--- src/rtl/eceg_sequencer_if.sv ---
// Command, arithmetic-unit and response bundle for the ECEG sequencer.
// master is the sequencer side; slave is the system/arithmetic side.
interface eceg_sequencer_if #(
  parameter int unsigned W = 16
);
  logic         cmd_valid;
  logic         cmd_ready;
  logic [1:0]   cmd_op;
  logic [W-1:0] cmd_key;
  logic [W-1:0] cmd_k;
  logic [W-1:0] px;
  logic [W-1:0] py;
  logic [W-1:0] m_x;
  logic [W-1:0] m_y;
  logic [W-1:0] c1_x;
  logic [W-1:0] c1_y;
  logic [W-1:0] c2_x;
  logic [W-1:0] c2_y;

  logic         mul_start;
  logic [W-1:0] mul_n;
  logic [W-1:0] mul_qx;
  logic [W-1:0] mul_qy;
  logic         mul_done;
  logic [W-1:0] mul_rx;
  logic [W-1:0] mul_ry;

  logic         add_start;
  logic [W-1:0] add_ax;
  logic [W-1:0] add_ay;
  logic [W-1:0] add_bx;
  logic [W-1:0] add_by;
  logic         add_done;
  logic [W-1:0] add_rx;
  logic [W-1:0] add_ry;

  logic         rsp_valid;
  logic         rsp_ready;
  logic [1:0]   rsp_op;
  logic         rsp_err;
  logic [W-1:0] r0_x;
  logic [W-1:0] r0_y;
  logic [W-1:0] r1_x;
  logic [W-1:0] r1_y;
  logic         key_loaded;

  modport master (
    input  cmd_valid, cmd_op, cmd_key, cmd_k, px, py, m_x, m_y,
           c1_x, c1_y, c2_x, c2_y,
    output cmd_ready,
    output mul_start, mul_n, mul_qx, mul_qy,
    input  mul_done, mul_rx, mul_ry,
    output add_start, add_ax, add_ay, add_bx, add_by,
    input  add_done, add_rx, add_ry,
    output rsp_valid, rsp_op, rsp_err, r0_x, r0_y, r1_x, r1_y, key_loaded,
    input  rsp_ready
  );

  modport slave (
    output cmd_valid, cmd_op, cmd_key, cmd_k, px, py, m_x, m_y,
           c1_x, c1_y, c2_x, c2_y,
    input  cmd_ready,
    input  mul_start, mul_n, mul_qx, mul_qy,
    output mul_done, mul_rx, mul_ry,
    input  add_start, add_ax, add_ay, add_bx, add_by,
    output add_done, add_rx, add_ry,
    input  rsp_valid, rsp_op, rsp_err, r0_x, r0_y, r1_x, r1_y, key_loaded,
    output rsp_ready
  );
endinterface

--- src/rtl/eceg_sequencer.sv ---
// ECEG keygen/encrypt/decrypt sequencer driving one shared point multiplier
// and one shared point adder; holds the public key Y and the response.
module eceg_sequencer #(
  parameter int unsigned W       = 16,
  parameter int unsigned PRIME   = 17,
  parameter int unsigned TIMEOUT = 1023
) (
  input logic             clk,
  input logic             rst_n,
  eceg_sequencer_if.master bus
);

  localparam int unsigned CW = (TIMEOUT > 0) ? $clog2(TIMEOUT + 1) : 1;
  localparam logic [1:0] OP_KEY = 2'd0;
  localparam logic [1:0] OP_ENC = 2'd1;
  localparam logic [1:0] OP_DEC = 2'd2;

  typedef enum logic [2:0] {
    S_IDLE, S_KEY_MUL, S_ENC_MUL1, S_ENC_MUL2, S_ENC_ADD, S_DEC_MUL, S_DEC_ADD, S_RESP
  } state_t;

  state_t state, state_nxt;
  logic [CW-1:0] wd_cnt;
  logic in_mul, in_add, unit_done, tmo;
  logic [W-1:0] s_neg_y;

  // scalar for later multiplies and the point consumed by the final add (M or C2)
  logic [W-1:0] n_q, n_d, pt_x_q, pt_x_d, pt_y_q, pt_y_d;
  logic [W-1:0] y_x_q, y_x_d, y_y_q, y_y_d;
  logic         key_loaded_q, key_loaded_d, cmd_ready_q, cmd_ready_d;
  logic         mul_start_q, mul_start_d, add_start_q, add_start_d;
  logic [W-1:0] mul_n_q, mul_n_d, mul_qx_q, mul_qx_d, mul_qy_q, mul_qy_d;
  logic [W-1:0] add_ax_q, add_ax_d, add_ay_q, add_ay_d, add_bx_q, add_bx_d, add_by_q, add_by_d;
  logic         rsp_valid_q, rsp_valid_d, rsp_err_q, rsp_err_d;
  logic [1:0]   rsp_op_q, rsp_op_d;
  logic [W-1:0] r0_x_q, r0_x_d, r0_y_q, r0_y_d, r1_x_q, r1_x_d, r1_y_q, r1_y_d;

  assign in_mul    = (state == S_KEY_MUL) || (state == S_ENC_MUL1) ||
                     (state == S_ENC_MUL2) || (state == S_DEC_MUL);
  assign in_add    = (state == S_ENC_ADD) || (state == S_DEC_ADD);
  assign unit_done = (in_mul && bus.mul_done) || (in_add && bus.add_done);
  assign tmo       = (TIMEOUT != 0) && (in_mul || in_add) && !unit_done &&
                     (wd_cnt == CW'(TIMEOUT));
  assign s_neg_y   = (bus.mul_ry == '0) ? '0 : W'(PRIME) - bus.mul_ry;

  // state register
  always_ff @(posedge clk or negedge rst_n) begin
    if (!rst_n) state <= S_IDLE;
    else        state <= state_nxt;
  end

  // next-state: operation order, error shortcuts and watchdog exit
  always_comb begin
    state_nxt = state;
    case (state)
      S_IDLE: begin
        if (bus.cmd_valid) begin
          case (bus.cmd_op)
            OP_KEY:  state_nxt = S_KEY_MUL;
            OP_ENC:  state_nxt = key_loaded_q ? S_ENC_MUL1 : S_RESP;
            OP_DEC:  state_nxt = S_DEC_MUL;
            default: state_nxt = S_RESP;
          endcase
        end
      end
      S_KEY_MUL:  if (unit_done) state_nxt = S_RESP;
      S_ENC_MUL1: if (unit_done) state_nxt = S_ENC_MUL2;
      S_ENC_MUL2: if (unit_done) state_nxt = S_ENC_ADD;
      S_ENC_ADD:  if (unit_done) state_nxt = S_RESP;
      S_DEC_MUL:  if (unit_done) state_nxt = S_DEC_ADD;
      S_DEC_ADD:  if (unit_done) state_nxt = S_RESP;
      S_RESP:     if (bus.rsp_ready) state_nxt = S_IDLE;
      default:    state_nxt = S_IDLE;
    endcase
    if (tmo) state_nxt = S_RESP;
  end

  // next values of registered outputs and datapath, launched on each transition
  always_comb begin
    n_d = n_q;  pt_x_d = pt_x_q;  pt_y_d = pt_y_q;
    y_x_d = y_x_q;  y_y_d = y_y_q;  key_loaded_d = key_loaded_q;
    cmd_ready_d = (state_nxt == S_IDLE);
    rsp_valid_d = (state_nxt == S_RESP);
    mul_start_d = 1'b0;  add_start_d = 1'b0;
    mul_n_d = mul_n_q;  mul_qx_d = mul_qx_q;  mul_qy_d = mul_qy_q;
    add_ax_d = add_ax_q;  add_ay_d = add_ay_q;  add_bx_d = add_bx_q;  add_by_d = add_by_q;
    rsp_op_d = rsp_op_q;  rsp_err_d = rsp_err_q;
    r0_x_d = r0_x_q;  r0_y_d = r0_y_q;  r1_x_d = r1_x_q;  r1_y_d = r1_y_q;
    case (state)
      S_IDLE: begin
        if (bus.cmd_valid) begin
          rsp_op_d  = bus.cmd_op;
          rsp_err_d = 1'b0;
          r0_x_d = '0;  r0_y_d = '0;  r1_x_d = '0;  r1_y_d = '0;
          n_d    = (bus.cmd_op == OP_ENC) ? bus.cmd_k : bus.cmd_key;
          pt_x_d = (bus.cmd_op == OP_ENC) ? bus.m_x : bus.c2_x;
          pt_y_d = (bus.cmd_op == OP_ENC) ? bus.m_y : bus.c2_y;
          case (bus.cmd_op)
            OP_KEY: begin
              mul_start_d = 1'b1;  mul_n_d = bus.cmd_key;
              mul_qx_d = bus.px;  mul_qy_d = bus.py;
            end
            OP_ENC: begin
              if (key_loaded_q) begin
                mul_start_d = 1'b1;  mul_n_d = bus.cmd_k;
                mul_qx_d = bus.px;  mul_qy_d = bus.py;
              end else begin
                rsp_err_d = 1'b1;
              end
            end
            OP_DEC: begin
              mul_start_d = 1'b1;  mul_n_d = bus.cmd_key;
              mul_qx_d = bus.c1_x;  mul_qy_d = bus.c1_y;
            end
            default: rsp_err_d = 1'b1;
          endcase
        end
      end
      S_KEY_MUL: begin
        if (bus.mul_done) begin
          y_x_d = bus.mul_rx;  y_y_d = bus.mul_ry;  key_loaded_d = 1'b1;
          r0_x_d = bus.mul_rx;  r0_y_d = bus.mul_ry;
        end
      end
      S_ENC_MUL1: begin
        if (bus.mul_done) begin
          r0_x_d = bus.mul_rx;  r0_y_d = bus.mul_ry;
          mul_start_d = 1'b1;  mul_n_d = n_q;  mul_qx_d = y_x_q;  mul_qy_d = y_y_q;
        end
      end
      S_ENC_MUL2: begin
        if (bus.mul_done) begin
          add_start_d = 1'b1;  add_ax_d = pt_x_q;  add_ay_d = pt_y_q;
          add_bx_d = bus.mul_rx;  add_by_d = bus.mul_ry;
        end
      end
      S_ENC_ADD: begin
        if (bus.add_done) begin
          r1_x_d = bus.add_rx;  r1_y_d = bus.add_ry;
        end
      end
      S_DEC_MUL: begin
        if (bus.mul_done) begin
          add_start_d = 1'b1;  add_ax_d = pt_x_q;  add_ay_d = pt_y_q;
          add_bx_d = bus.mul_rx;  add_by_d = s_neg_y;
        end
      end
      S_DEC_ADD: begin
        if (bus.add_done) begin
          r0_x_d = bus.add_rx;  r0_y_d = bus.add_ry;
        end
      end
      default: ;
    endcase
    if (tmo) begin
      rsp_err_d = 1'b1;
      r0_x_d = '0;  r0_y_d = '0;  r1_x_d = '0;  r1_y_d = '0;
    end
  end

  // watchdog: cycles spent in the current wait state, cleared on every state change
  always_ff @(posedge clk or negedge rst_n) begin
    if (!rst_n)                  wd_cnt <= '0;
    else if (state_nxt != state) wd_cnt <= '0;
    else if (in_mul || in_add)   wd_cnt <= wd_cnt + CW'(1);
  end

  // output and datapath registers
  always_ff @(posedge clk or negedge rst_n) begin
    if (!rst_n) begin
      n_q <= '0;  pt_x_q <= '0;  pt_y_q <= '0;  y_x_q <= '0;  y_y_q <= '0;
      key_loaded_q <= 1'b0;  cmd_ready_q <= 1'b1;
      mul_start_q <= 1'b0;  mul_n_q <= '0;  mul_qx_q <= '0;  mul_qy_q <= '0;
      add_start_q <= 1'b0;  add_ax_q <= '0;  add_ay_q <= '0;  add_bx_q <= '0;  add_by_q <= '0;
      rsp_valid_q <= 1'b0;  rsp_op_q <= '0;  rsp_err_q <= 1'b0;
      r0_x_q <= '0;  r0_y_q <= '0;  r1_x_q <= '0;  r1_y_q <= '0;
    end else begin
      n_q <= n_d;  pt_x_q <= pt_x_d;  pt_y_q <= pt_y_d;  y_x_q <= y_x_d;  y_y_q <= y_y_d;
      key_loaded_q <= key_loaded_d;  cmd_ready_q <= cmd_ready_d;
      mul_start_q <= mul_start_d;  mul_n_q <= mul_n_d;  mul_qx_q <= mul_qx_d;  mul_qy_q <= mul_qy_d;
      add_start_q <= add_start_d;  add_ax_q <= add_ax_d;  add_ay_q <= add_ay_d;
      add_bx_q <= add_bx_d;  add_by_q <= add_by_d;
      rsp_valid_q <= rsp_valid_d;  rsp_op_q <= rsp_op_d;  rsp_err_q <= rsp_err_d;
      r0_x_q <= r0_x_d;  r0_y_q <= r0_y_d;  r1_x_q <= r1_x_d;  r1_y_q <= r1_y_d;
    end
  end

  assign bus.cmd_ready  = cmd_ready_q;
  assign bus.mul_start  = mul_start_q;
  assign bus.mul_n      = mul_n_q;
  assign bus.mul_qx     = mul_qx_q;
  assign bus.mul_qy     = mul_qy_q;
  assign bus.add_start  = add_start_q;
  assign bus.add_ax     = add_ax_q;
  assign bus.add_ay     = add_ay_q;
  assign bus.add_bx     = add_bx_q;
  assign bus.add_by     = add_by_q;
  assign bus.rsp_valid  = rsp_valid_q;
  assign bus.rsp_op     = rsp_op_q;
  assign bus.rsp_err    = rsp_err_q;
  assign bus.r0_x       = r0_x_q;
  assign bus.r0_y       = r0_y_q;
  assign bus.r1_x       = r1_x_q;
  assign bus.r1_y       = r1_y_q;
  assign bus.key_loaded = key_loaded_q;

endmodule

--- src/flat_wrapper.sv ---
// flat-port wrapper written by rule: the top's interface ports become plain ports
module eceg_sequencer_flat 
#(
  parameter int unsigned W       = 16,
  parameter int unsigned PRIME   = 17,
  parameter int unsigned TIMEOUT = 1023
)
  (clk, rst_n, bus_cmd_valid, bus_cmd_op, bus_cmd_key, bus_cmd_k, bus_px, bus_py, bus_m_x, bus_m_y, bus_c1_x, bus_c1_y, bus_c2_x, bus_c2_y, bus_cmd_ready, bus_mul_start, bus_mul_n, bus_mul_qx, bus_mul_qy, bus_mul_done, bus_mul_rx, bus_mul_ry, bus_add_start, bus_add_ax, bus_add_ay, bus_add_bx, bus_add_by, bus_add_done, bus_add_rx, bus_add_ry, bus_rsp_valid, bus_rsp_op, bus_rsp_err, bus_r0_x, bus_r0_y, bus_r1_x, bus_r1_y, bus_key_loaded, bus_rsp_ready);
  eceg_sequencer_if #(.W(W)) bus_i ();
  input logic clk;
  input logic rst_n;
  input wire logic [$bits(bus_i.cmd_valid)-1:0] bus_cmd_valid;
  input wire logic [$bits(bus_i.cmd_op)-1:0] bus_cmd_op;
  input wire logic [$bits(bus_i.cmd_key)-1:0] bus_cmd_key;
  input wire logic [$bits(bus_i.cmd_k)-1:0] bus_cmd_k;
  input wire logic [$bits(bus_i.px)-1:0] bus_px;
  input wire logic [$bits(bus_i.py)-1:0] bus_py;
  input wire logic [$bits(bus_i.m_x)-1:0] bus_m_x;
  input wire logic [$bits(bus_i.m_y)-1:0] bus_m_y;
  input wire logic [$bits(bus_i.c1_x)-1:0] bus_c1_x;
  input wire logic [$bits(bus_i.c1_y)-1:0] bus_c1_y;
  input wire logic [$bits(bus_i.c2_x)-1:0] bus_c2_x;
  input wire logic [$bits(bus_i.c2_y)-1:0] bus_c2_y;
  output wire logic [$bits(bus_i.cmd_ready)-1:0] bus_cmd_ready;
  output wire logic [$bits(bus_i.mul_start)-1:0] bus_mul_start;
  output wire logic [$bits(bus_i.mul_n)-1:0] bus_mul_n;
  output wire logic [$bits(bus_i.mul_qx)-1:0] bus_mul_qx;
  output wire logic [$bits(bus_i.mul_qy)-1:0] bus_mul_qy;
  input wire logic [$bits(bus_i.mul_done)-1:0] bus_mul_done;
  input wire logic [$bits(bus_i.mul_rx)-1:0] bus_mul_rx;
  input wire logic [$bits(bus_i.mul_ry)-1:0] bus_mul_ry;
  output wire logic [$bits(bus_i.add_start)-1:0] bus_add_start;
  output wire logic [$bits(bus_i.add_ax)-1:0] bus_add_ax;
  output wire logic [$bits(bus_i.add_ay)-1:0] bus_add_ay;
  output wire logic [$bits(bus_i.add_bx)-1:0] bus_add_bx;
  output wire logic [$bits(bus_i.add_by)-1:0] bus_add_by;
  input wire logic [$bits(bus_i.add_done)-1:0] bus_add_done;
  input wire logic [$bits(bus_i.add_rx)-1:0] bus_add_rx;
  input wire logic [$bits(bus_i.add_ry)-1:0] bus_add_ry;
  output wire logic [$bits(bus_i.rsp_valid)-1:0] bus_rsp_valid;
  output wire logic [$bits(bus_i.rsp_op)-1:0] bus_rsp_op;
  output wire logic [$bits(bus_i.rsp_err)-1:0] bus_rsp_err;
  output wire logic [$bits(bus_i.r0_x)-1:0] bus_r0_x;
  output wire logic [$bits(bus_i.r0_y)-1:0] bus_r0_y;
  output wire logic [$bits(bus_i.r1_x)-1:0] bus_r1_x;
  output wire logic [$bits(bus_i.r1_y)-1:0] bus_r1_y;
  output wire logic [$bits(bus_i.key_loaded)-1:0] bus_key_loaded;
  input wire logic [$bits(bus_i.rsp_ready)-1:0] bus_rsp_ready;
  assign bus_i.cmd_valid = bus_cmd_valid;
  assign bus_i.cmd_op = bus_cmd_op;
  assign bus_i.cmd_key = bus_cmd_key;
  assign bus_i.cmd_k = bus_cmd_k;
  assign bus_i.px = bus_px;
  assign bus_i.py = bus_py;
  assign bus_i.m_x = bus_m_x;
  assign bus_i.m_y = bus_m_y;
  assign bus_i.c1_x = bus_c1_x;
  assign bus_i.c1_y = bus_c1_y;
  assign bus_i.c2_x = bus_c2_x;
  assign bus_i.c2_y = bus_c2_y;
  assign bus_cmd_ready = bus_i.cmd_ready;
  assign bus_mul_start = bus_i.mul_start;
  assign bus_mul_n = bus_i.mul_n;
  assign bus_mul_qx = bus_i.mul_qx;
  assign bus_mul_qy = bus_i.mul_qy;
  assign bus_i.mul_done = bus_mul_done;
  assign bus_i.mul_rx = bus_mul_rx;
  assign bus_i.mul_ry = bus_mul_ry;
  assign bus_add_start = bus_i.add_start;
  assign bus_add_ax = bus_i.add_ax;
  assign bus_add_ay = bus_i.add_ay;
  assign bus_add_bx = bus_i.add_bx;
  assign bus_add_by = bus_i.add_by;
  assign bus_i.add_done = bus_add_done;
  assign bus_i.add_rx = bus_add_rx;
  assign bus_i.add_ry = bus_add_ry;
  assign bus_rsp_valid = bus_i.rsp_valid;
  assign bus_rsp_op = bus_i.rsp_op;
  assign bus_rsp_err = bus_i.rsp_err;
  assign bus_r0_x = bus_i.r0_x;
  assign bus_r0_y = bus_i.r0_y;
  assign bus_r1_x = bus_i.r1_x;
  assign bus_r1_y = bus_i.r1_y;
  assign bus_key_loaded = bus_i.key_loaded;
  assign bus_i.rsp_ready = bus_rsp_ready;
  eceg_sequencer #(.W(W), .PRIME(PRIME), .TIMEOUT(TIMEOUT)) u_core (.clk(clk), .rst_n(rst_n), .bus(bus_i));
endmodule
--- config.mk ---
export PLATFORM = sky130hd
export DESIGN_NAME = eceg_sequencer_flat
export DESIGN_NICKNAME = d
export VERILOG_FILES = /design/src/rtl/eceg_sequencer_if.sv /design/src/rtl/eceg_sequencer.sv /design/src/flat_wrapper.sv
export SDC_FILE = /design/constraint.sdc
export NUM_CORES = 1
export LEC_CHECK = 0
export ABC_AREA = 1
export CAP_MARGIN = 15
export CORE_MARGIN = 2
export CORE_UTILIZATION = 47
export DETAILED_ROUTE_END_ITERATION = 7
export PLACE_DENSITY = 0.81
export REMOVE_ABC_BUFFERS = 1
export SLEW_MARGIN = 20
export SYNTH_ARGS = -nofsm -noshare
export SYNTH_HDL_FRONTEND = slang
export SYNTH_SLANG_ARGS = --single-unit
--- constraint.sdc ---
create_clock -name clk -period 2.4 [get_ports clk]
set_input_delay 0.48 -clock clk [delete_from_list [all_inputs] [get_ports clk]]
set_output_delay 0.48 -clock clk [all_outputs]
set_load 0.02 [all_outputs]
Word level (Yosys, flattened, before mapping)
Index checks and enable logic that the tools add are counted.
{"block": "totals", "in_bits": 232, "out_inout_bits": 184, "reg_bits": 277, "mem_bits_rw": 0, "elab_cells": 142, "latch_bits": 0, "memories": 0, "romBits": 0}
{"block": "classes", "muxes": 57, "addsub": 2, "bitwise": 0, "n_div": 0, "magnitude_cmp": 0, "shift": 0, "n_reduce_logical": 35, "n_eq_ne": 23, "mul": 0}
{"operator": "16-bit 2-to-1 mux", "n": 23}
{"operator": "16-bit case mux with 2 select lines", "n": 7}
{"operator": "16-bit case mux with 3 select lines", "n": 4}
{"operator": "3-bit 2-to-1 mux", "n": 8}
{"operator": "10-bit 2-to-1 mux", "n": 2}
{"operator": "3-bit case mux with 6 select lines", "n": 1}
{"operator": "16-bit logical NOT", "n": 1}
{"operator": "5-bit by 16-bit subtractor with 16-bit output (first input constant)", "n": 1}
{"operator": "3-bit equality test (second input constant)", "n": 5}
{"operator": "3-bit by 2-bit != test with 1-bit output (second input constant)", "n": 5}
{"operator": "10-bit by 1-bit adder with 10-bit output (second input constant)", "n": 1}
{"operator": "10-bit equality test (second input constant)", "n": 1}
{"operator": "5-bit AND reduction", "n": 2}
{"operator": "2-bit nonzero test", "n": 5}
{"operator": "3-bit case mux with 3 select lines", "n": 1}
{"operator": "1-bit 2-to-1 mux", "n": 8}
{"operator": "2-bit != test (second input constant)", "n": 4}
{"operator": "2-bit AND reduction", "n": 4}
{"operator": "3-bit by 2-bit equality test with 1-bit output (second input constant)", "n": 2}
{"operator": "3-bit logical NOT", "n": 2}
{"operator": "1-bit logical OR", "n": 6}
{"operator": "1-bit case mux with 2 select lines", "n": 3}
{"operator": "3-bit AND reduction", "n": 2}
{"operator": "2-bit OR reduction", "n": 3}
{"operator": "other kinds (13)", "n": 16}

Logic depth before layout (Yosys ltp)
Gate-level depths: netlist (run 1).
{"block": "logic_depth", "word_depth": 12, "depth_mapped": 14, "mapped_depth_nobuf": 13}

Worst setup path before layout (run 1)
OpenSTA, ideal clock, no wires.
{"block": "synth_path", "path_kind": "register -> register", "from": "register u_core.state[0]", "to": "register u_core.mul_qx_q[0] (netlist: u_core.bus.mul_qx[0])", "required_time_ns": 2.274, "arrival_time_ns": 1.629, "setup_time_ns": 0.126, "path_stages_with_launch": 12, "path_buffers": 3, "path_slack_ns": 0.645, "path_cell_list": "dfrtp_1 -> buf_4 -> inv_4 -> nand2_2 -> nor2_1 -> nand2_2 -> inv_2 -> nand2_1 -> o21ai_2 -> buf_2 -> buf_2 -> a21oi_1"}
{"block": "synth_between", "elab_chain_cells": 3, "word_cells_on_any_way": 9, "cone_classes": "5 x eq/ne; 1 x mux; 3 x reduce/logical"}
{"element": "start, declared", "line": "eceg_sequencer.sv:22", "text": "state_t state, state_nxt;"}
{"element": "start signal, assigned", "line": "eceg_sequencer.sv:49", "text": "else state <= state_nxt;"}
{"element": "3-bit logical NOT or 3-bit by 2-bit equality test with 1-bit output (tied branches)", "line": "eceg_sequencer.sv:89", "text": "case (state)"}
{"element": "4-bit by 3-bit != test with 1-bit output (no source line), or another cell as far along"}
{"element": "5-bit AND reduction (no source line)"}
{"element": "end signal, assigned", "line": "eceg_sequencer.sv:180", "text": "mul_start_q <= mul_start_d; mul_n_q <= mul_n_d; mul_qx_q <= mul_qx_d; mul_qy_q <= mul_qy_d;"}
{"element": "end, declared", "line": "eceg_sequencer.sv:32", "text": "logic [W-1:0] mul_n_q, mul_n_d, mul_qx_q, mul_qx_d, mul_qy_q, mul_qy_d;"}
Several ways; a longest one is shown, not always the timed one.
A chain may end at the register's enable or synchronous reset.

Worst setup path after layout (run 1)
{"block": "layout_path", "from": "register u_core.state[0]", "to": "register u_core.r1_y_q[10] (netlist: u_core.bus.r1_y[10])"}
{"block": "layout_between", "elab_chain_cells": 11, "word_cells_on_any_way": 24, "cone_classes": "8 x eq/ne; 2 x mux; 14 x reduce/logical"}
{"element": "3-bit by 1-bit equality test with 1-bit output or 3-bit by 2-bit equality test with 1-bit output (tied branches)", "line": "eceg_sequencer.sv:38", "text": "assign in_mul = (state == S_KEY_MUL) || (state == S_ENC_MUL1) ||"}
{"element": "1-bit logical OR (2 in series)", "line": "eceg_sequencer.sv:38"}
{"element": "1-bit logical OR", "line": "eceg_sequencer.sv:39", "text": "(state == S_ENC_MUL2) || (state == S_DEC_MUL);"}
{"element": "1-bit logical AND", "line": "eceg_sequencer.sv:41", "text": "assign unit_done = (in_mul && bus.mul_done) || (in_add && bus.add_done);"}
{"element": "1-bit logical OR", "line": "eceg_sequencer.sv:41"}
{"element": "1-bit logical NOT", "line": "eceg_sequencer.sv:42", "text": "assign tmo = (TIMEOUT != 0) && (in_mul || in_add) && !unit_done &&"}
{"element": "1-bit logical AND (2 in series)", "line": "eceg_sequencer.sv:42"}
{"element": "3-bit by 2-bit != test with 1-bit output (no source line) or 3-bit nonzero test (tied branches)"}
{"element": "3-bit AND reduction (no source line)"}
{"element": "end signal, assigned", "line": "eceg_sequencer.sv:184", "text": "r0_x_q <= r0_x_d; r0_y_q <= r0_y_d; r1_x_q <= r1_x_d; r1_y_q <= r1_y_d;"}
{"element": "end, declared", "line": "eceg_sequencer.sv:36", "text": "logic [W-1:0] r0_x_q, r0_x_d, r0_y_q, r0_y_d, r1_x_q, r1_x_d, r1_y_q, r1_y_d;"}
Several ways; a longest one is shown, not always the timed one.

==> results_tabular.tex, run 1 <==
\begin{tabular}{lr}
\hline
Metric & Value \\
\hline
\multicolumn{2}{l}{\textbf{Run status}} \\
\quad Result of the run & finished clean \\
\multicolumn{2}{l}{\textbf{CTS}} \\
\quad Root Buffer & sky130\_fd\_sc\_hd\_\_clkbuf\_16 \\
\quad Clock transition time at the flip-flop clock pins of the worst setup and hold paths & 60 ps \\
\quad Post-CTS setup buffer count & 0 \\
\quad Hold Buf Count CTS & 1 \\
\quad H-Tree Depth & 1 \\
\quad Longest Clk Path Bufs & 3 \\
\quad Clock latency at the later pin of the worst-skew pair & 570 ps \\
\quad Num Clock Sinks & 277 \\
\quad CTS tree & yes \\
\quad CTS buffer count & 30 \\
\quad Resized cells post-CTS & 0 \\
\multicolumn{2}{l}{\textbf{Final layout}} \\
\quad Inserted Diodes & 0 \\
\quad Ratio of cells with drive above 1 in the final layout & 7.111\% \\
\quad Fin nets & 2207 \\
\quad Area grow syn2layout & 44.44\% \\
\multicolumn{2}{l}{\textbf{Routing}} \\
\quad Total vias in the final route & 13120 \\
\quad Via-to-Cell Ratio & 5.610 \\
\quad Initial DRT Pass Iterations & 6 \\
\quad Drt initial violations & 1579 \\
\quad DRC Markers & 0 \\
\quad WL/cell & 19.74 µm \\
\quad Total wire length after detailed routing & 46.15 mm \\
\quad Antenna Nets Post-Route & 0 \\
\multicolumn{2}{l}{\textbf{Timing}} \\
\quad Final TNS setup & 0 ps \\
\quad Number of failing setup endpoints in the final timing report & 0 \\
\quad Slew at the pin closest to its max-slew limit & 614.7 ps \\
\quad Tcrit/Tclk final & 90.49\% \\
\quad Number of pins with negative max-slew slack in the final report & 0 \\
\quad Clock tree skew after final layout & 17.26 ps \\
\quad Final Critical Period & 2172 ps \\
\quad Max Freq & 460.4 MHz \\
\quad Endpoints failing hold & 0 \\
\quad Setup repair after global routing missed its margin & false \\
\quad Max\_slew headroom & 59.02\% \\
\multicolumn{2}{l}{\textbf{Floorplanning}} \\
\quad Std-Cell Core Area & 26880 µm² \\
\quad Die X & 169.4 µm \\
\quad Die Height & 169.4 µm \\
\quad I/O pin cnt & 416 \\
\quad Overall die area & 28710 µm² \\
\quad Row cnt & 60 \\
\quad Initial core utilization & 47.86\% \\
\multicolumn{2}{l}{\textbf{Synthesis}} \\
\quad Largest cells by area after synthesis & sky130\_fd\_sc\_hd\_\_dfrtp\_1 (54\%), sky130\_fd\_sc\_hd\_\_nand2\_1 (13\%), sky130\_fd\_sc\_hd\_\_nand3\_1 (6.8\%) \\
\quad Synthesized area & 12860 µm² \\
\quad Largest area contributor in the netlist & sky130\_fd\_sc\_hd\_\_dfrtp\_1 \\
\quad Mean instance size in the synthesized netlist & 8.131 µm² \\
\quad Number of synthesized flops with an enable pin & 0 \\
\quad Number of synthesized register bits & 277 \\
\quad Leading post-synthesis cells by instance count & sky130\_fd\_sc\_hd\_\_nand2\_1 (459), sky130\_fd\_sc\_hd\_\_dfrtp\_1 (276), sky130\_fd\_sc\_hd\_\_nand3\_1 (174) \\
\quad Sequential area share after synthesis & 53.90\% \\
\quad Most frequent cell after synthesis & sky130\_fd\_sc\_hd\_\_nand2\_1 \\
\quad Dominant synthesized flop cell & sky130\_fd\_sc\_hd\_\_dfrtp\_1 \\
\quad Cell count after synthesis & 1582 \\
\quad Number of distinct library cell variants in the gate-level netlist after synthesis & 36 \\
\quad Top-area cell type share of the netlist area & 53.69\% \\
\quad Warnings, synthesis & 0 \\
\quad Fraction of synthesis flops using an asynchronous set or reset pin & 100.0\% \\
\multicolumn{2}{l}{\textbf{Placement}} \\
\quad Final RePlAce weighted congestion & 0.9471 \\
\quad DPL Wire Length & 33.00 mm \\
\quad Input/output buffers & 415 \\
\multicolumn{2}{l}{\textbf{Setup path}} \\
\quad Category of the worst setup path launch point & flip-flop \\
\quad Setup Crit Path Kind & flip-flop to flip-flop \\
\quad Setup crit end kind & flip-flop \\
\quad Signal arrival time at the worst endpoint & 2590 ps \\
\quad Req. time, crit path & 2820 ps \\
\quad Critical path peak fanout & 32 \\
\multicolumn{2}{l}{\textbf{Global routing}} \\
\quad Overall global routing resource usage & 31.53\% \\
\quad Total congestion overflow & 0 \\
\quad Largest net degree at the start of global routing & 86 \\
\quad Wire length of the first global-routing pass & 70.68 mm \\
\quad Number of global-route vias before repair & 12660 \\
\quad Initial antenna violation count & 1 \\
\multicolumn{2}{l}{\textbf{Pwr}} \\
\quad Static leakage & 0.008553 µW \\
\quad Worst ir drop on vdd & 0.8698 mV \\
\quad Power per cell area & 1254 nW/µm² \\
\quad Total Power Consumption & 23300 µW \\
\multicolumn{2}{l}{\textbf{Run}} \\
\quad Number of violations of the max-capacitance limit & 0 \\
\multicolumn{2}{l}{\textbf{Worst hold path}} \\
\quad Type of the worst min-delay path & input pin to flip-flop \\
\hline
\end{tabular}
-- cell type report --
class	instances	area, µm²
multi-input combinational	1127	5279
clock buffer	39	864.6
timing repair buffer	465	4652
fill	2121	8295
inverter	72	272.8
tap	341	426.7
clock inverter	17	152.6
sequential	277	6933
-- routing by layer --
metal / track usage, % / vias up / wire [µm]
li1: - / 6035 / -
met5: 0 / - / 13
met2: 52.24 / 736 / 21890
met4: 14.86 / 2 / 2319
met1: 40.59 / 6197 / 17870
met3: 5.294 / 146 / 4065
-- cells by family (layout without fill, tap and decap cells) --
| kind of cell | count (synthesis) | after routing | share of synthesized area [%] |
|---|---|---|---|
| XOR/XNOR | 17 | 17 | 1.158 |
| flip-flops | 277 | 277 | 53.90 |
| AO/OA/AOI/OAI | 329 | 329 | 14.13 |
| AND/OR/NAND/NOR | 776 | 776 | 24.81 |
| buffers and inverters | 178 | 593 | 5.554 |
| adder cells (fa/ha/maj) | 2 | 2 | 0.1945 |
| multiplexers | 3 | 3 | 0.2529 |
-- power breakdown --
part           switching (µW)  leakage [µW]  total, µW  internal [µW]
Sequential               1170       0.00348       7780           6610
Clock                    1970      0.000515       4720           2750
Combinational            6480       0.00455      10800           4330
-- critical path, stage by stage (launching register included) --
cell and delay [ps]:
sky130_fd_sc_hd__dfrtp_1 550, sky130_fd_sc_hd__inv_4 80, sky130_fd_sc_hd__nand2_2 130, sky130_fd_sc_hd__nor2_1 70, sky130_fd_sc_hd__nand2_2 150, sky130_fd_sc_hd__inv_2 90
sky130_fd_sc_hd__a21oi_4 350, sky130_fd_sc_hd__inv_2 350, sky130_fd_sc_hd__nand3_1 170, sky130_fd_sc_hd__a21oi_1 90
-- layout by cell type (no fill, tap or decap), drive strengths merged, types with 5 or more instances in the layout --
cell type / count
nor2: 122
a32oi: 6
nand2: 466
o21ai: 150
o31ai: 32
dfrtp: 276
inv: 72
xor2: 15
a21oi: 108
clkinv: 14
clkbuf: 39
buf: 52
clkdlybuf4s50: 412
nand3: 174
o211ai: 16
nand4: 5
a31oi: 17
nor3: 6
-- registers in the layout (all words and copies together), names as in the netlist, 2 cells and up --
name               count
u_core.bus.r1_x       16
u_core.bus.add_ay     16
u_core.bus.add_by     16
u_core.y_x_q          16
u_core.bus.add_bx     16
u_core.bus.r0_x       16
u_core.bus.mul_n      16
u_core.state           3
u_core.bus.mul_qx     16
u_core.bus.r1_y       16
u_core.bus.add_ax     16
u_core.wd_cnt         10
u_core.pt_x_q         16
u_core.n_q            16
u_core.y_y_q          16
u_core.bus.mul_qy     16
u_core.bus.rsp_op      2
u_core.pt_y_q         16
u_core.bus.r0_y       16
-- through the flow --
stage	hold WS [ps]	setup WS (ps)	instance area [µm²]	cells	util (%)
floorplan	184.4	-1836	12420	1476	-
global placement	454.3	145.8	17550	2281	65.31
detailed placement	457.9	85.56	17550	2281	65.31
CTS	459.7	220.2	18580	2338	69.13
global route	470.0	47.23	18580	2338	69.13
finish	458.2	228.1	18580	2338	69.13
-- final timing paths --
check	cells after the start	start	slack, ps	endpoint
max in group asynchronous	3	rst_n	1190	u_core.bus.add_bx[8]
min in group asynchronous	2	rst_n	470	u_core.bus.add_ax[8]
worst min register to register	2	u_core.bus.add_ax[5]	470	u_core.bus.add_ax[5]
worst max-delay path	9	u_core.state[0]	230	u_core.bus.r1_y[10]
worst min-delay path	5	bus_cmd_op[1]	460	u_core.bus.mul_qy[2]
worst max register to register	9	u_core.state[0]	230	u_core.bus.r1_y[10]
No activity file was read; power rests on OpenSTA's default activity.
==> run 2: changes to the inputs <==
Settings changed: CORE_UTILIZATION 47 to 40, PLACE_DENSITY 0.81 to 0.71, REMOVE_ABC_BUFFERS 1 to unset.
Clock period 2.4 ns to 2.7 ns, I/O delays scaled along.
==> results_tabular.tex, run 2 (same netlist as run 1, synthesis figures left out) <==
\begin{tabular}{lr}
\hline
Metric & Value \\
\hline
\multicolumn{2}{l}{\textbf{Timing}} \\
\quad Max Freq & 427.1 MHz \\
\quad Final Critical Period & 2341 ps \\
\quad Crit path setup slack, layout & 358.8 ps \\
\quad Tcrit/Tclk final & 86.71\% \\
\quad Number of pins with negative max-slew slack in the final report & 0 \\
\quad Worst hold slack & 468.8 ps \\
\quad Final TNS setup & 0 ps \\
\quad Endpoints failing hold & 0 \\
\quad Slew at the pin closest to its max-slew limit & 680.4 ps \\
\quad Number of failing setup endpoints in the final timing report & 0 \\
\quad Max\_slew headroom & 54.64\% \\
\quad Clock tree skew after final layout & 11.30 ps \\
\quad Setup repair after global routing missed its margin & false \\
\multicolumn{2}{l}{\textbf{Worst hold path}} \\
\quad Type of the worst min-delay path & flip-flop to flip-flop \\
\multicolumn{2}{l}{\textbf{Setup path}} \\
\quad Category of the worst setup path launch point & flip-flop \\
\quad Max stage delay on crit path & 560 ps \\
\quad Slowest stage cell on the critical path & sky130\_fd\_sc\_hd\_\_dfrtp\_1 \\
\quad Signal arrival time at the worst endpoint & 2790 ps \\
\quad Setup Crit Path Kind & flip-flop to flip-flop \\
\quad Critical path peak fanout & 26 \\
\quad Cell chain of the critical path & nand2\_1, inv\_2, nand2\_1, nand2\_2, inv\_2, o21ai\_2, inv\_2, nand2\_1, nand2\_1 \\
\quad Setup crit end kind & flip-flop \\
\quad Req. time, crit path & 3150 ps \\
\quad Crit-path most repeated cell & sky130\_fd\_sc\_hd\_\_nand2\_1 \\
\multicolumn{2}{l}{\textbf{Routing}} \\
\quad Antenna Nets Post-Route & 0 \\
\quad Total wire length after detailed routing & 44.83 mm \\
\quad Via-to-Cell Ratio & 5.276 \\
\quad WL/cell & 18.77 µm \\
\quad Initial DRT Pass Iterations & 5 \\
\quad Total vias in the final route & 12600 \\
\quad Drt initial violations & 1066 \\
\quad DRC Markers & 0 \\
\multicolumn{2}{l}{\textbf{Final layout}} \\
\quad Fin nets & 2194 \\
\quad Most common library cell in the layout ignoring fill and taps & sky130\_fd\_sc\_hd\_\_nand2\_1 \\
\quad Most frequent cells in the layout & sky130\_fd\_sc\_hd\_\_nand2\_1 (457), sky130\_fd\_sc\_hd\_\_clkdlybuf4s50\_1 (413), sky130\_fd\_sc\_hd\_\_dfrtp\_1 (276) \\
\quad Ratio of cells with drive above 1 in the final layout & 6.102\% \\
\quad Area grow syn2layout & 44.30\% \\
\multicolumn{2}{l}{\textbf{CTS}} \\
\quad CTS tree & yes \\
\quad Post-CTS setup buffer count & 0 \\
\quad Longest Clk Path Bufs & 3 \\
\quad Clock latency at the later pin of the worst-skew pair & 570 ps \\
\quad Num Clock Sinks & 277 \\
\quad H-Tree Depth & 1 \\
\quad Clock transition time at the flip-flop clock pins of the worst setup and hold paths & 60 ps \\
\quad Root Buffer & sky130\_fd\_sc\_hd\_\_clkbuf\_16 \\
\quad CTS buffer count & 31 \\
\multicolumn{2}{l}{\textbf{Floorplanning}} \\
\quad Std-Cell Core Area & 31640 µm² \\
\quad Row cnt & 65 \\
\quad Initial core utilization & 40.66\% \\
\quad Die Height & 183.3 µm \\
\quad Die X & 183.3 µm \\
\quad Overall die area & 33610 µm² \\
\quad I/O pin cnt & 416 \\
\multicolumn{2}{l}{\textbf{Global routing}} \\
\quad Busiest layer in global routing & met2 \\
\quad Initial antenna violation count & 3 \\
\quad Met3 track demand over resource & 4.448\% \\
\quad Wire length of the first global-routing pass & 68.23 mm \\
\quad Number of global-route vias before repair & 11930 \\
\quad Global-route track usage on met1 & 35.80\% \\
\quad Met2 demand-to-capacity share in global routing & 41.24\% \\
\quad Largest net degree at the start of global routing & 86 \\
\quad Total congestion overflow & 0 \\
\quad Overall global routing resource usage & 25.95\% \\
\multicolumn{2}{l}{\textbf{Pwr}} \\
\quad Clock Power Share & 21.7\% \\
\quad Static leakage & 0.008483 µW \\
\quad Proportion of power drawn by combinational gates & 45.0\% \\
\quad Sw Ratio & 40.14\% \\
\quad Internal power summed over all cells & 12440 µW \\
\quad Share of power burned in registers & 33.3\% \\
\quad Power per cell area & 1120 nW/µm² \\
\quad Worst ir drop on vdd & 0.6422 mV \\
\quad Total Power Consumption & 20790 µW \\
\quad Sw Pwr & 8347 µW \\
\multicolumn{2}{l}{\textbf{Synthesis}} \\
\quad Post-synthesis net count & 1816 \\
\multicolumn{2}{l}{\textbf{Placement}} \\
\quad Final RePlAce weighted congestion & 0.8944 \\
\quad Worst slack at placement & 103.0 ps \\
\quad DPL Wire Length & 32.21 mm \\
\quad Input/output buffers & 415 \\
\multicolumn{2}{l}{\textbf{Run}} \\
\quad Number of violations of the max-capacitance limit & 0 \\
\multicolumn{2}{l}{\textbf{Run status}} \\
\quad Result of the run & finished clean \\
\hline
\end{tabular}
==> run 2: changes by cell type in the layout (fill, tap and decap cells not counted), sizes merged <==
| cell | before | now |
|---|---|---|
| bufinv | 2 | 5 |
| clkdlybuf4s50 | 412 | 413 |
| clkbuf | 39 | 45 |
| buf | 52 | 37 |
| clkinvlp | 1 | 0 |
| clkinv | 14 | 6 |
| diode | 0 | 3 |
==> run 2: worst max-delay path, delay by kind of cell (launching register included) <==
kind                   cells  cell delay, ps
AOI/OAI and AO/OA          1             450
buffers and inverters      3             570
DFF                        1             560
and+or+nand+nor            5             640
==> run 2: what timing repair did <==
action	CTS	global route
endpoints found under the hold margin	55	0
gates resized for setup	0	0
hold buffers	1	0
==> run 2: area by class of cell <==
cell class                      count  area, µm²
Antenna cell                        3      7.507
Clock buffer                       45      908.4
Clock inverter                     11      183.9
Fill cell                        2845      13080
Inverter                           72      272.8
Multi-Input combinational cell   1127       5251
Sequential cell                   277       6933
Tap cell                          402      503.0
Timing Repair Buffer              451       4502
==> run 2: worst paths after layout <==
path	slack, ps	cells past startpoint	to	from
min in group asynchronous	500	2	u_core.bus.add_ax[0]	rst_n
max in group asynchronous	1350	3	u_core.bus.r1_x[2]	rst_n
worst min register to register	470	2	u_core.bus.add_ax[12]	u_core.bus.add_ax[12]
worst max register to register	360	9	u_core.bus.r0_x[8]	u_core.state[0]
worst max-delay path	360	9	u_core.bus.r0_x[8]	u_core.state[0]
worst min-delay path	470	2	u_core.bus.add_ax[12]	u_core.bus.add_ax[12]
==> run 2: power by group through the flow <==
stage	registers [µW]	clock network (µW)	logic, µW
after floorplan	8070	0	3960
after global placement	6930	0	9200
after detailed placement	6970	0	9370
after CTS	6920	4580	9400
after global routing	7120	4750	10200
final	6930	4510	9350
==> run 2: through the flow <==
stage          cells  instance area, µm²  util, %
4_1_cts         2385               18550    58.65
6_report        2388               18560    58.67
3_5_place_dp    2328               17450    55.16
3_3_place_gp    2328               17450    55.16
2_1_floorplan   1582               12860        -
5_1_grt         2388               18560    58.67
==> run 2: layer usage <==
layer | wire length [µm] | vias to the layer above
met5 | 0 | -
met2 | 20810 | 515
met1 | 19100 | 5987
met3 | 3384 | 93
li1 | - | 6005
met4 | 1536 | 0
